**config.mk**
```make
export PLATFORM = sky130hd
export DESIGN_NAME = fifo_wr_arbiter
export DESIGN_NICKNAME = d
export VERILOG_FILES = /design/src/rtl/fifo_wr_arbiter.sv
export SDC_FILE = /design/constraint.sdc
export NUM_CORES = 1
export LEC_CHECK = 0
export ABC_AREA = 1
export BUFFER_PORTS_ARGS = -buffer_cell sky130_fd_sc_hd__buf_2
export CAP_MARGIN = 20
export CORE_ASPECT_RATIO = 0.9
export CORE_MARGIN = 2
export CORE_UTILIZATION = 44
export DETAILED_ROUTE_END_ITERATION = 10
export GPL_ROUTABILITY_DRIVEN = 1
export PLACE_DENSITY = 0.78
export RECOVER_POWER = 25
export SLEW_MARGIN = 20
export SYNTH_ARGS = -nofsm -noshare
export SYNTH_HDL_FRONTEND = slang
export SYNTH_SLANG_ARGS = --single-unit
```
**constraint.sdc**
```tcl
create_clock -name clock -period 1.5 [get_ports clock]
set_input_delay 0.3 -clock clock [delete_from_list [all_inputs] [get_ports clock]]
set_output_delay 0.3 -clock clock [all_outputs]
set_load 0.01 [all_outputs]
```
**src/rtl/fifo_wr_arbiter.sv**
```systemverilog
// Round-robin write arbiter: grants one of four byte-stream requesters
// exclusive access to a shared FIFO for one packet or up to MAX_BURST bytes,
// with a flush path that aborts the current packet and clears the FIFO.
module fifo_wr_arbiter #(
    parameter int unsigned MAX_BURST = 16
) (
    input  logic        clock,
    input  logic        sclr,
    input  logic [3:0]  req_valid,
    input  logic [31:0] req_data,
    input  logic [3:0]  req_last,
    output logic [3:0]  req_ready,
    input  logic        flush,
    input  logic        fifo_full,
    output logic        fifo_wrreq,
    output logic [7:0]  fifo_data,
    output logic        fifo_sclr_n,
    output logic [1:0]  grant_id,
    output logic        busy
);

    localparam logic [1:0] IDLE  = 2'd0;
    localparam logic [1:0] LOCK  = 2'd1;
    localparam logic [1:0] FLUSH = 2'd2;

    localparam logic [7:0] MAX_BURST_B = 8'(MAX_BURST);

    logic [1:0] state_q, state_d;
    logic [1:0] owner_q, owner_d;
    logic [1:0] last_owner_q, last_owner_d;
    logic [7:0] burst_cnt_q, burst_cnt_d;
    logic [1:0] grant_id_q, grant_id_d;
    // High while one more clear cycle remains after the current one.
    logic       clr_cnt_q, clr_cnt_d;
    logic       fifo_sclr_n_q, fifo_sclr_n_d;

    logic       pick_valid;
    logic [1:0] pick_idx;
    logic [1:0] cand;
    logic       lock_open;
    logic       xfer;
    logic [7:0] burst_inc;

    // Round-robin pick: first valid requester after last_owner, wrapping.
    always_comb begin
        pick_valid = 1'b0;
        pick_idx   = last_owner_q;
        cand       = last_owner_q;
        for (int unsigned k = 1; k <= 4; k++) begin
            cand = last_owner_q + 2'(k);
            if (!pick_valid && req_valid[cand]) begin
                pick_valid = 1'b1;
                pick_idx   = cand;
            end
        end
    end

    // Handshake and FIFO write path; reset and flush block any transfer.
    always_comb begin
        lock_open  = (state_q == LOCK) && !fifo_full && !flush && !sclr;
        req_ready  = lock_open ? (4'b0001 << owner_q) : 4'b0000;
        xfer       = lock_open && req_valid[owner_q];
        fifo_wrreq = xfer;
        fifo_data  = ((state_q == LOCK) && !sclr) ? req_data[{owner_q, 3'b000} +: 8] : 8'h00;
        busy       = !sclr && (state_q != IDLE);
        burst_inc  = (burst_cnt_q == 8'hFF) ? 8'hFF : burst_cnt_q + 8'd1;
    end

    // Next-state logic: flush overrides every other transition.
    always_comb begin
        state_d       = state_q;
        owner_d       = owner_q;
        last_owner_d  = last_owner_q;
        burst_cnt_d   = burst_cnt_q;
        grant_id_d    = grant_id_q;
        clr_cnt_d     = clr_cnt_q;
        fifo_sclr_n_d = 1'b1;
        if (flush) begin
            state_d       = FLUSH;
            clr_cnt_d     = 1'b1;
            fifo_sclr_n_d = 1'b0;
        end else begin
            case (state_q)
                IDLE: begin
                    if (pick_valid) begin
                        owner_d     = pick_idx;
                        grant_id_d  = pick_idx;
                        burst_cnt_d = 8'd0;
                        state_d     = LOCK;
                    end
                end
                LOCK: begin
                    if (xfer) begin
                        burst_cnt_d = burst_inc;
                        if (req_last[owner_q] || (burst_inc == MAX_BURST_B)) begin
                            last_owner_d = owner_q;
                            state_d      = IDLE;
                        end
                    end
                end
                FLUSH: begin
                    if (clr_cnt_q) begin
                        clr_cnt_d     = 1'b0;
                        fifo_sclr_n_d = 1'b0;
                    end else begin
                        state_d      = IDLE;
                        last_owner_d = 2'd3;
                        burst_cnt_d  = 8'd0;
                    end
                end
                default: state_d = IDLE;
            endcase
        end
    end

    // State registers with synchronous reset; the FIFO clear is held during reset.
    always_ff @(posedge clock) begin
        if (sclr) begin
            state_q       <= IDLE;
            owner_q       <= 2'd0;
            last_owner_q  <= 2'd3;
            burst_cnt_q   <= 8'd0;
            grant_id_q    <= 2'd0;
            clr_cnt_q     <= 1'b0;
            fifo_sclr_n_q <= 1'b0;
        end else begin
            state_q       <= state_d;
            owner_q       <= owner_d;
            last_owner_q  <= last_owner_d;
            burst_cnt_q   <= burst_cnt_d;
            grant_id_q    <= grant_id_d;
            clr_cnt_q     <= clr_cnt_d;
            fifo_sclr_n_q <= fifo_sclr_n_d;
        end
    end

    assign grant_id    = grant_id_q;
    assign fifo_sclr_n = fifo_sclr_n_q;

endmodule

```
==> results of run 1 <==
## registers in the layout, summed over array words and instances (netlist names)
register,cells
state_q,2
last_owner_q,2
clr_cnt_q,1
grant_id,2
fifo_sclr_n,1
burst_cnt_q,8
## tightest hold or removal path: cells and delay by family
kind | cells | cell delay, ps
buf+inv | 2 | 230
compound gates | 1 | 40
## power breakdown
group,internal [mW],leakage (nW),switching (mW)
Sequential,0.482,0.136,0.0706
Combinational,0.455,1.09,0.523
Clock,0.232,0.0288,0.141
## layer usage
layer / vias to the layer above / share of wire (%) / GRT usage (%)
met5: - / 0 / 0
li1: 1022 / - / -
met3: 6 / 8.1 / 3.90
met4: 0 / 0.95 / 7.58
met2: 85 / 50 / 47.4
met1: 912 / 41 / 28.2
## worst max path at each step
| stage | from | to |
|---|---|---|
| 2_1_floorplan | state_q[1] | burst_cnt_q[0] |
| 3_3_place_gp | last_owner_q[0] | burst_cnt_q[6] |
| 3_5_place_dp | last_owner_q[0] | burst_cnt_q[2] |
| 4_1_cts | state_q[1] | req_ready[2] |
| 5_1_grt | state_q[1] | req_ready[2] |
| 6_report | state_q[1] | req_ready[2] |
## cells in the final DEF (no fill, tap or decap)
master                     Yosys  final
sky130_fd_sc_hd__nor2_4        1      2
sky130_fd_sc_hd__a21oi_1      22     14
sky130_fd_sc_hd__o21bai_4      0      1
sky130_fd_sc_hd__ha_1          5      2
sky130_fd_sc_hd__nor2_2        6     10
sky130_fd_sc_hd__inv_1        20     15
sky130_fd_sc_hd__o21ai_0       2      2
sky130_fd_sc_hd__buf_12        0      1
sky130_fd_sc_hd__nand3b_1      1      1
sky130_fd_sc_hd__buf_6         2      5
sky130_fd_sc_hd__ha_4          0      3
sky130_fd_sc_hd__dfxtp_4       0      4
sky130_fd_sc_hd__inv_2         8     11
sky130_fd_sc_hd__nor3_2        1      2
sky130_fd_sc_hd__nand3_2       3      5
sky130_fd_sc_hd__nor3_4        0      1
sky130_fd_sc_hd__nand2_8       1      1
sky130_fd_sc_hd__nor2_1       14      9
sky130_fd_sc_hd__dfxtp_1      16      5
sky130_fd_sc_hd__buf_4         1     32
sky130_fd_sc_hd__clkbuf_1      1      1
sky130_fd_sc_hd__a21oi_2       9     12
sky130_fd_sc_hd__nand4_1       4      4
sky130_fd_sc_hd__buf_2         1     59
sky130_fd_sc_hd__nand2_4       3      6
sky130_fd_sc_hd__o21ai_1       2      2
sky130_fd_sc_hd__dfxtp_2       0      7
sky130_fd_sc_hd__xor2_1        1      1
sky130_fd_sc_hd__xnor2_2       0      1
sky130_fd_sc_hd__and2_1        1      1
sky130_fd_sc_hd__nand2_2       7      9
sky130_fd_sc_hd__nand3_1      23     21
sky130_fd_sc_hd__a31o_2        1      1
sky130_fd_sc_hd__clkbuf_8      0      4
sky130_fd_sc_hd__nand2_1      68     63
sky130_fd_sc_hd__a21oi_4       0      5
sky130_fd_sc_hd__a22oi_1      16     16
sky130_fd_sc_hd__inv_4         3      5
## what timing repair did
action / 4_1_cts / 5_1_grt
buffers inserted: 4 / 0
pin swaps: 11 / 1
gates resized for setup: 45 / 13
endpoints found under the setup margin: 26 / 27
## kinds of logic after synthesis
group | after synthesis
AO/OA/AOI/OAI | 53
XOR/XNOR | 2
adder cells (fa/ha/maj) | 5
buffers and inverters | 36
flip-flops | 16
AND/OR/NAND/NOR | 135
## area by class of cell
class | instances | area, um2 | share of cell area (%)
clock buffer | 4 | 55.1 | 2.22
inverter | 31 | 129 | 5.20
multi-input combinational | 195 | 1280 | 51.6
sequential | 16 | 344 | 13.9
tap | 44 | 55.1 | 2.22
timing repair buffer | 98 | 616 | 24.8
## stage by stage
step / util (%) / setup TNS (ps)
final: 72.8 / -2670
after CTS: 71.4 / -2370
after global routing: 72.8 / -5390
after global placement: 63.9 / -897
after detailed placement: 63.9 / -1190
after floorplan: - / -0.0427
==> flow_summary_export.csv, run 1 <==
group,metric,value,unit
worst_setup_path,cp_common_cell,"sky130_fd_sc_hd__inv_2",
place,placedCellCount,380,
outcome,result_of_the_run,"finished with violations",
worst_setup_path,setup.worst_path.start_class,"flip-flop",
synthesis,area_share_of_the_largest_cell_type_after_synthesis,20.4,%
route,antenna_left,0,
min_path,min-delay-start,"sclr",
pwr,vdd_ir_drop_max,492,uV
finish,stdcell_area,2480,um2
outcome,violations,"setup timing",
cts,cts.path.max_buffers,2,
place,port_buffers,60,
min_path,holdPathStages,3,
timing,slew_headroom,85.5,%
route,vias_per_cell,5.22,
route,post-route-drc-count,0,
die,dieHeight,60.6,um
timing,min_period,1710,ps
finish,insertedDiodeCount,0,
die,core_area,3400,um2
min_path,worst_hold_path.endpoint,"clr_cnt_q",
worst_setup_path,critPathMaxFanout,4,
synthesis,dominant_cell_by_count_in_the_synthesized_netlist,"sky130_fd_sc_hd__nand2_1",
synthesis,post-synth-top-area-cell,"sky130_fd_sc_hd__dfxtp_1",
place,detailed_place_hpwl,3620,um
timing,period_share,114,%
die,dieArea,4050,um2
route,drt_pre_antenna_iters,4,
synthesis,synth_fa_ha_area_share,3.99,%
worst_setup_path,crit_path_end_kind,"output pin",
finish,synthToLayoutAreaGrowth,58.1,%
timing,timing_worst_slew_pin_value,217,ps
timing,worst_hold_slack,368,ps
cts,tritoncts,"done",
global_route,initial_antenna_violation_count,0,
cts,number_of_sinks_on_the_clock_net,16,
timing,setup_viol,25,
synthesis,synthTopCellsByArea,"sky130_fd_sc_hd__dfxtp_1, sky130_fd_sc_hd__nand2_1, sky130_fd_sc_hd__a22oi_1, sky130_fd_sc_hd__nand3_1, sky130_fd_sc_hd__a21oi_1",
die,die_w,66.9,um
cts,h-tree-depth,1,
place,place_worst_setup_slack,-133,ps
global_route,grt_max_degree,14,
worst_setup_path,critical_path.reg2reg.startpoint,"state_q[1]",
worst_setup_path,reg2reg_slack,-100,ps
die,initial_utilization,46.0,%
place,routabilityCongestion,0.867,
finish,share_of_layout_cells_above_drive_strength_1,54.4,%
cts,holdBufCountCts,0,
synthesis,synth_top_family_by_area,"simple AND/OR/NAND/NOR gates",
worst_setup_path,critical-path-slowest-cell,"sky130_fd_sc_hd__dfxtp_2",
synthesis,synth_compound_gate_area_share,22.0,%
worst_setup_path,max_stage_delay,320,ps
synthesis,netlist_top_cells_count,"sky130_fd_sc_hd__nand2_1, sky130_fd_sc_hd__nand3_1, sky130_fd_sc_hd__a21oi_1",
finish,post_layout_nonfiller_instances,388,
route,drt-total-wl,4940,um
cts,insertion_delay,240,ps
synthesis,netlist_area,1570,um2
global_route,global_route.overflow_total,0,
timing,hold_viol_final,0,
global_route,grt_usage,24.7,%
pwr,power_per_cell_area,769,nW/um2
worst_setup_path,timing.reg2reg.worst_path_depth,11,
timing,rsz0062_at_grt,"yes",
synthesis,dominantRegCellSynth,"sky130_fd_sc_hd__dfxtp_1",
worst_setup_path,kind_of_critical_path,"flip-flop to output pin",
worst_setup_path,critPathTopFamily,"buffers and inverters",
synthesis,synth_seq_cells,16,
global_route,grt_first_pass_wirelength,7810,um
synthesis,synth_xor_xnor_area_share,1.12,%
pwr,report.power.total,1.90,mW
worst_setup_path,worstPathBufferInverterCount,5,
worst_setup_path,worst-endpoint-required,1200,ps
timing,timing.fmax,586,MHz
die,boundaryPins,61,
route,vias,2025,
place,placedInstanceArea,2180,um2
cts,ctsRootBufferMaster,"sky130_fd_sc_hd__clkbuf_8",
timing,slew_viol_final,0,
finish,filler_cells_inserted,252,
synthesis,synth.avg_cell_area,6.34,um2
worst_setup_path,timing.critical_path.arrival,1410,ps
synthesis,count_of_flip_flops_with_a_built_in_enable_after_synthesis,0,
synthesis,synth_seq_area_share,20.4,%
global_route,grt_pass1_vias,1852,
timing,worst_slack,-206,ps
die,fp-row-count,20,
finish,design.final.nets,394,
synthesis,yosysWarningCount,0,
timing,timing.clock.skew,1.01,ps
synthesis,synthesis.nets,296,
cts,cts-buffers-inserted,3,
min_path,timing.hold.worst.class,"primary input to flip-flop",
synthesis,postSynthCellCount,247,
worst_setup_path,critical_path_depth,8,
synthesis,post_synth_num_cell_types,32,
pwr,p_leak,1.25,nW
cts,clkTransAtPathRegs,60,ps
synthesis,ys_async_sr_fraction,0,%
synthesis,post_synth_mux_area_share,0,%
job,cap_viol_max_count,0,
synthesis,synthSimpleGateAreaFrac,42.0,%
worst_setup_path,timing.critical_path.cells,"inv_2 -> ha_4 -> inv_2 -> nor3_4 -> buf_6 -> inv_4 -> nor3_2 -> buf_2",
route,avgRoutedWirePerCell,12.7,um
worst_setup_path,r2r_end,"burst_cnt_q[5]",
route,initial_detailed_routing_violation_count,118,
(Power assumes the default switching activity.)
==> inputs of run 2 (changes only) <==
- ABC_AREA: 1 -> 0
- CORE_UTILIZATION: 44 -> 42
==> run 2 against run 1 <==
Effect of this change: the flow still finishes with violations (setup timing); utilization increased by 3.4 points; hold slack improved by 31 ps; synthesized area decreased by 15%; combinational power decreased by 39%; critical path depth decreased by 3; largest power group unchanged.
==> flow_summary_export.csv, run 2 <==
group,metric,value,unit
route,avgRoutedWirePerCell,17.6,um
synthesis,dominantRegCellSynth,"sky130_fd_sc_hd__dfxtp_1",
cts,number_of_sinks_on_the_clock_net,16,
worst_setup_path,critPathMaxFanout,4,
finish,fin_util,76.2,%
die,dieArea,3630,um2
cts,cts-buffers-inserted,3,
die,die_w,63.3,um
cts,tritoncts,"done",
synthesis,synth_compound_gate_area_share,19.1,%
global_route,grt_usage,26.8,%
timing,setup_viol,26,
route,vias,1705,
synthesis,area_share_of_the_largest_cell_type_after_synthesis,24.1,%
synthesis,synthTopCellsByArea,"sky130_fd_sc_hd__dfxtp_1, sky130_fd_sc_hd__mux4_2, sky130_fd_sc_hd__ha_1, sky130_fd_sc_hd__nor2_1, sky130_fd_sc_hd__nand2b_1",
place,port_buffers,60,
outcome,result_of_the_run,"finished with violations",
die,boundaryPins,61,
synthesis,synth_fa_ha_area_share,4.71,%
synthesis,synth_seq_cells,16,
place,place_worst_setup_slack,-576,ps
synthesis,post-synth-top-area-cell,"sky130_fd_sc_hd__dfxtp_1",
cts,clkTransAtPathRegs,100,ps
route,vias_per_cell,5.82,
global_route,initial_antenna_violation_count,0,
synthesis,post_synth_mux_area_share,18.5,%
global_route,grt_max_degree,21,
finish,synthToLayoutAreaGrowth,74.5,%
timing,timing.fmax,518,MHz
synthesis,synth_top_family_by_area,"simple AND/OR/NAND/NOR gates",
place,placedCellCount,270,
synthesis,synthesis.nets,198,
finish,layout.cells.most_common_list,"sky130_fd_sc_hd__buf_2, sky130_fd_sc_hd__buf_4, sky130_fd_sc_hd__buf_6, sky130_fd_sc_hd__nor2_1",
worst_setup_path,timing.critical_path.arrival,1630,ps
timing,min_period,1930,ps
cts,cts.path.max_buffers,2,
synthesis,synthSimpleGateAreaFrac,27.8,%
finish,multi_input_area,1140,um2
synthesis,netlist_top_cells_count,"sky130_fd_sc_hd__dfxtp_1, sky130_fd_sc_hd__nor2_1, sky130_fd_sc_hd__mux4_2",
cts,insertion_delay,290,ps
cts,ctsRootBufferMaster,"sky130_fd_sc_hd__clkbuf_4",
die,core_area,3040,um2
finish,max_ffs_per_register,8,
place,detailed_place_hpwl,3070,um
pwr,report.power.total,1.30,mW
die,dieHeight,57.4,um
pwr,p_leak,1.03,nW
synthesis,ys_async_sr_fraction,0,%
timing,timing_worst_slew_pin_value,412,ps
synthesis,netlist_area,1330,um2
global_route,global_route.overflow_total,0,
timing,hold_viol_final,0,
worst_setup_path,setup.worst_path.start_class,"flip-flop",
pwr,vdd_ir_drop_max,505,uV
route,drt_pre_antenna_iters,4,
die,initial_utilization,43.7,%
finish,design.final.nets,302,
finish,filler_cells_inserted,212,
timing,timing.clock.skew,0.711,ps
synthesis,synth_seq_area_share,24.1,%
min_path,timing.hold.worst.class,"primary input to flip-flop",
die,fp-row-count,19,
worst_setup_path,kind_of_critical_path,"flip-flop to output pin",
timing,rsz0062_at_grt,"yes",
worst_setup_path,critical-path-slowest-cell,"sky130_fd_sc_hd__mux4_2",
timing,period_share,129,%
timing,finalSetupTns,-8540,ps
finish,insertedDiodeCount,0,
global_route,grt_first_pass_wirelength,7670,um
finish,layout.cells.most_common,"sky130_fd_sc_hd__buf_2",
job,cap_viol_max_count,0,
route,drt-total-wl,5150,um
synthesis,dominant_cell_by_count_in_the_synthesized_netlist,"sky130_fd_sc_hd__dfxtp_1",
place,routabilityCongestion,0.783,
cts,holdBufCountCts,0,
synthesis,yosysWarningCount,0,
finish,share_of_layout_cells_above_drive_strength_1,66.1,%
route,initial_detailed_routing_violation_count,98,
synthesis,count_of_flip_flops_with_a_built_in_enable_after_synthesis,0,
finish,regArea,333,um2
worst_setup_path,crit_path_end_kind,"output pin",
synthesis,post_synth_num_cell_types,40,
synthesis,postSynthCellCount,149,
synthesis,synth.avg_cell_area,8.92,um2
synthesis,synth_xor_xnor_area_share,0,%
worst_setup_path,worst-endpoint-required,1200,ps
timing,slew_viol_final,0,
finish,post_layout_nonfiller_instances,293,
worst_setup_path,timing.critical_path.cells,"buf_6 -> buf_12 -> mux4_2 -> nor2b_1 -> buf_2",
route,antenna_left,0,
timing,slew_headroom,72.3,%
pwr,power_per_cell_area,561,nW/um2
timing,worst_slack,-429,ps
worst_setup_path,max_stage_delay,490,ps
cts,h-tree-depth,1,
global_route,grt_pass1_vias,1652,
route,post-route-drc-count,0,
outcome,violations,"setup timing",
finish,regMostFlops,"burst_cnt_q",
run 2: cell types whose count changed in the layout (fill, tap and decap cells not counted), moves of 7 or more:
cell / delta
sky130_fd_sc_hd__nand2_1: -56
sky130_fd_sc_hd__nand3_1: -18
sky130_fd_sc_hd__a22oi_1: -16
sky130_fd_sc_hd__inv_1: -10
sky130_fd_sc_hd__inv_2: -10
sky130_fd_sc_hd__mux4_2: +10
sky130_fd_sc_hd__a21oi_1: -9
sky130_fd_sc_hd__a21oi_2: -8
sky130_fd_sc_hd__buf_6: +8
sky130_fd_sc_hd__nand2_2: -8
sky130_fd_sc_hd__nor2_2: -8
sky130_fd_sc_hd__nor2b_1: +7
run 2: what timing repair did:
item,CTS,global route
pin swaps,12,7
gates resized for setup,33,20
setup buffers,16,3
endpoints found under the hold margin,0,0
cloned,1,0
setup endpoints to repair,26,29
run 2: path summary, 6_finish.rpt:
| kind | cells after the start | endpoint | slack [ps] | startpoint |
|---|---|---|---|---|
| worst min register to register | 2 | last_owner_q[0] | 550 | last_owner_q[0] |
| worst min-delay path | 3 | fifo_sclr_n | 400 | flush |
| worst max-delay path | 5 | fifo_data[7] | -430 | grant_id[0] |
| worst max register to register | 8 | burst_cnt_q[5] | -340 | grant_id[1] |
run 2: metrics by stage:
step	hold slack (ps)	instance area, um2
after floorplan	443	1390
after global placement	535	1890
after detailed placement	536	1890
after CTS	380	2200
after global routing	413	2320
final	398	2320
run 2: cells by family (layout without fill, tap and decap cells):
group,Yosys count,count (layout)
multiplexers,12,12
adder cells (fa/ha/maj),5,5
buffers and inverters,17,119
AND/OR/NAND/NOR,63,63
flip-flops,16,16
AO/OA/AOI/OAI,36,36
run 2: layout make-up:
| type | instances | area share [%] |
|---|---|---|
| inverters | 7 | 1.24 |
| repair buffers | 109 | 32.2 |
| clock buffers | 3 | 0.971 |
| well taps | 42 | 2.27 |
| multi-input cells | 116 | 49.0 |
| flip-flops and latches | 16 | 14.4 |
run 2: worst max-delay path: cells and delay by family, from the launching register on:
family / cells / cell delay [ps]
DFF: 1 / 350
and+or+nand+nor: 1 / 140
muxes: 1 / 490
buffers and inverters: 3 / 360
run 2: power by group:
part           total (mW)  internal, mW  switching, mW
clock               0.242        0.0936          0.148
combinational       0.597         0.348          0.249
sequential          0.462         0.443         0.0190
total                1.30         0.885          0.417
run 2: routing by layer:
metal	routed length [um]	share of wire [%]	GRT usage (%)
met1	1920	37	30.8
met4	239	4.6	13.0
met2	2540	49	48.9
met5	0	0	0
met3	447	8.7	4.14
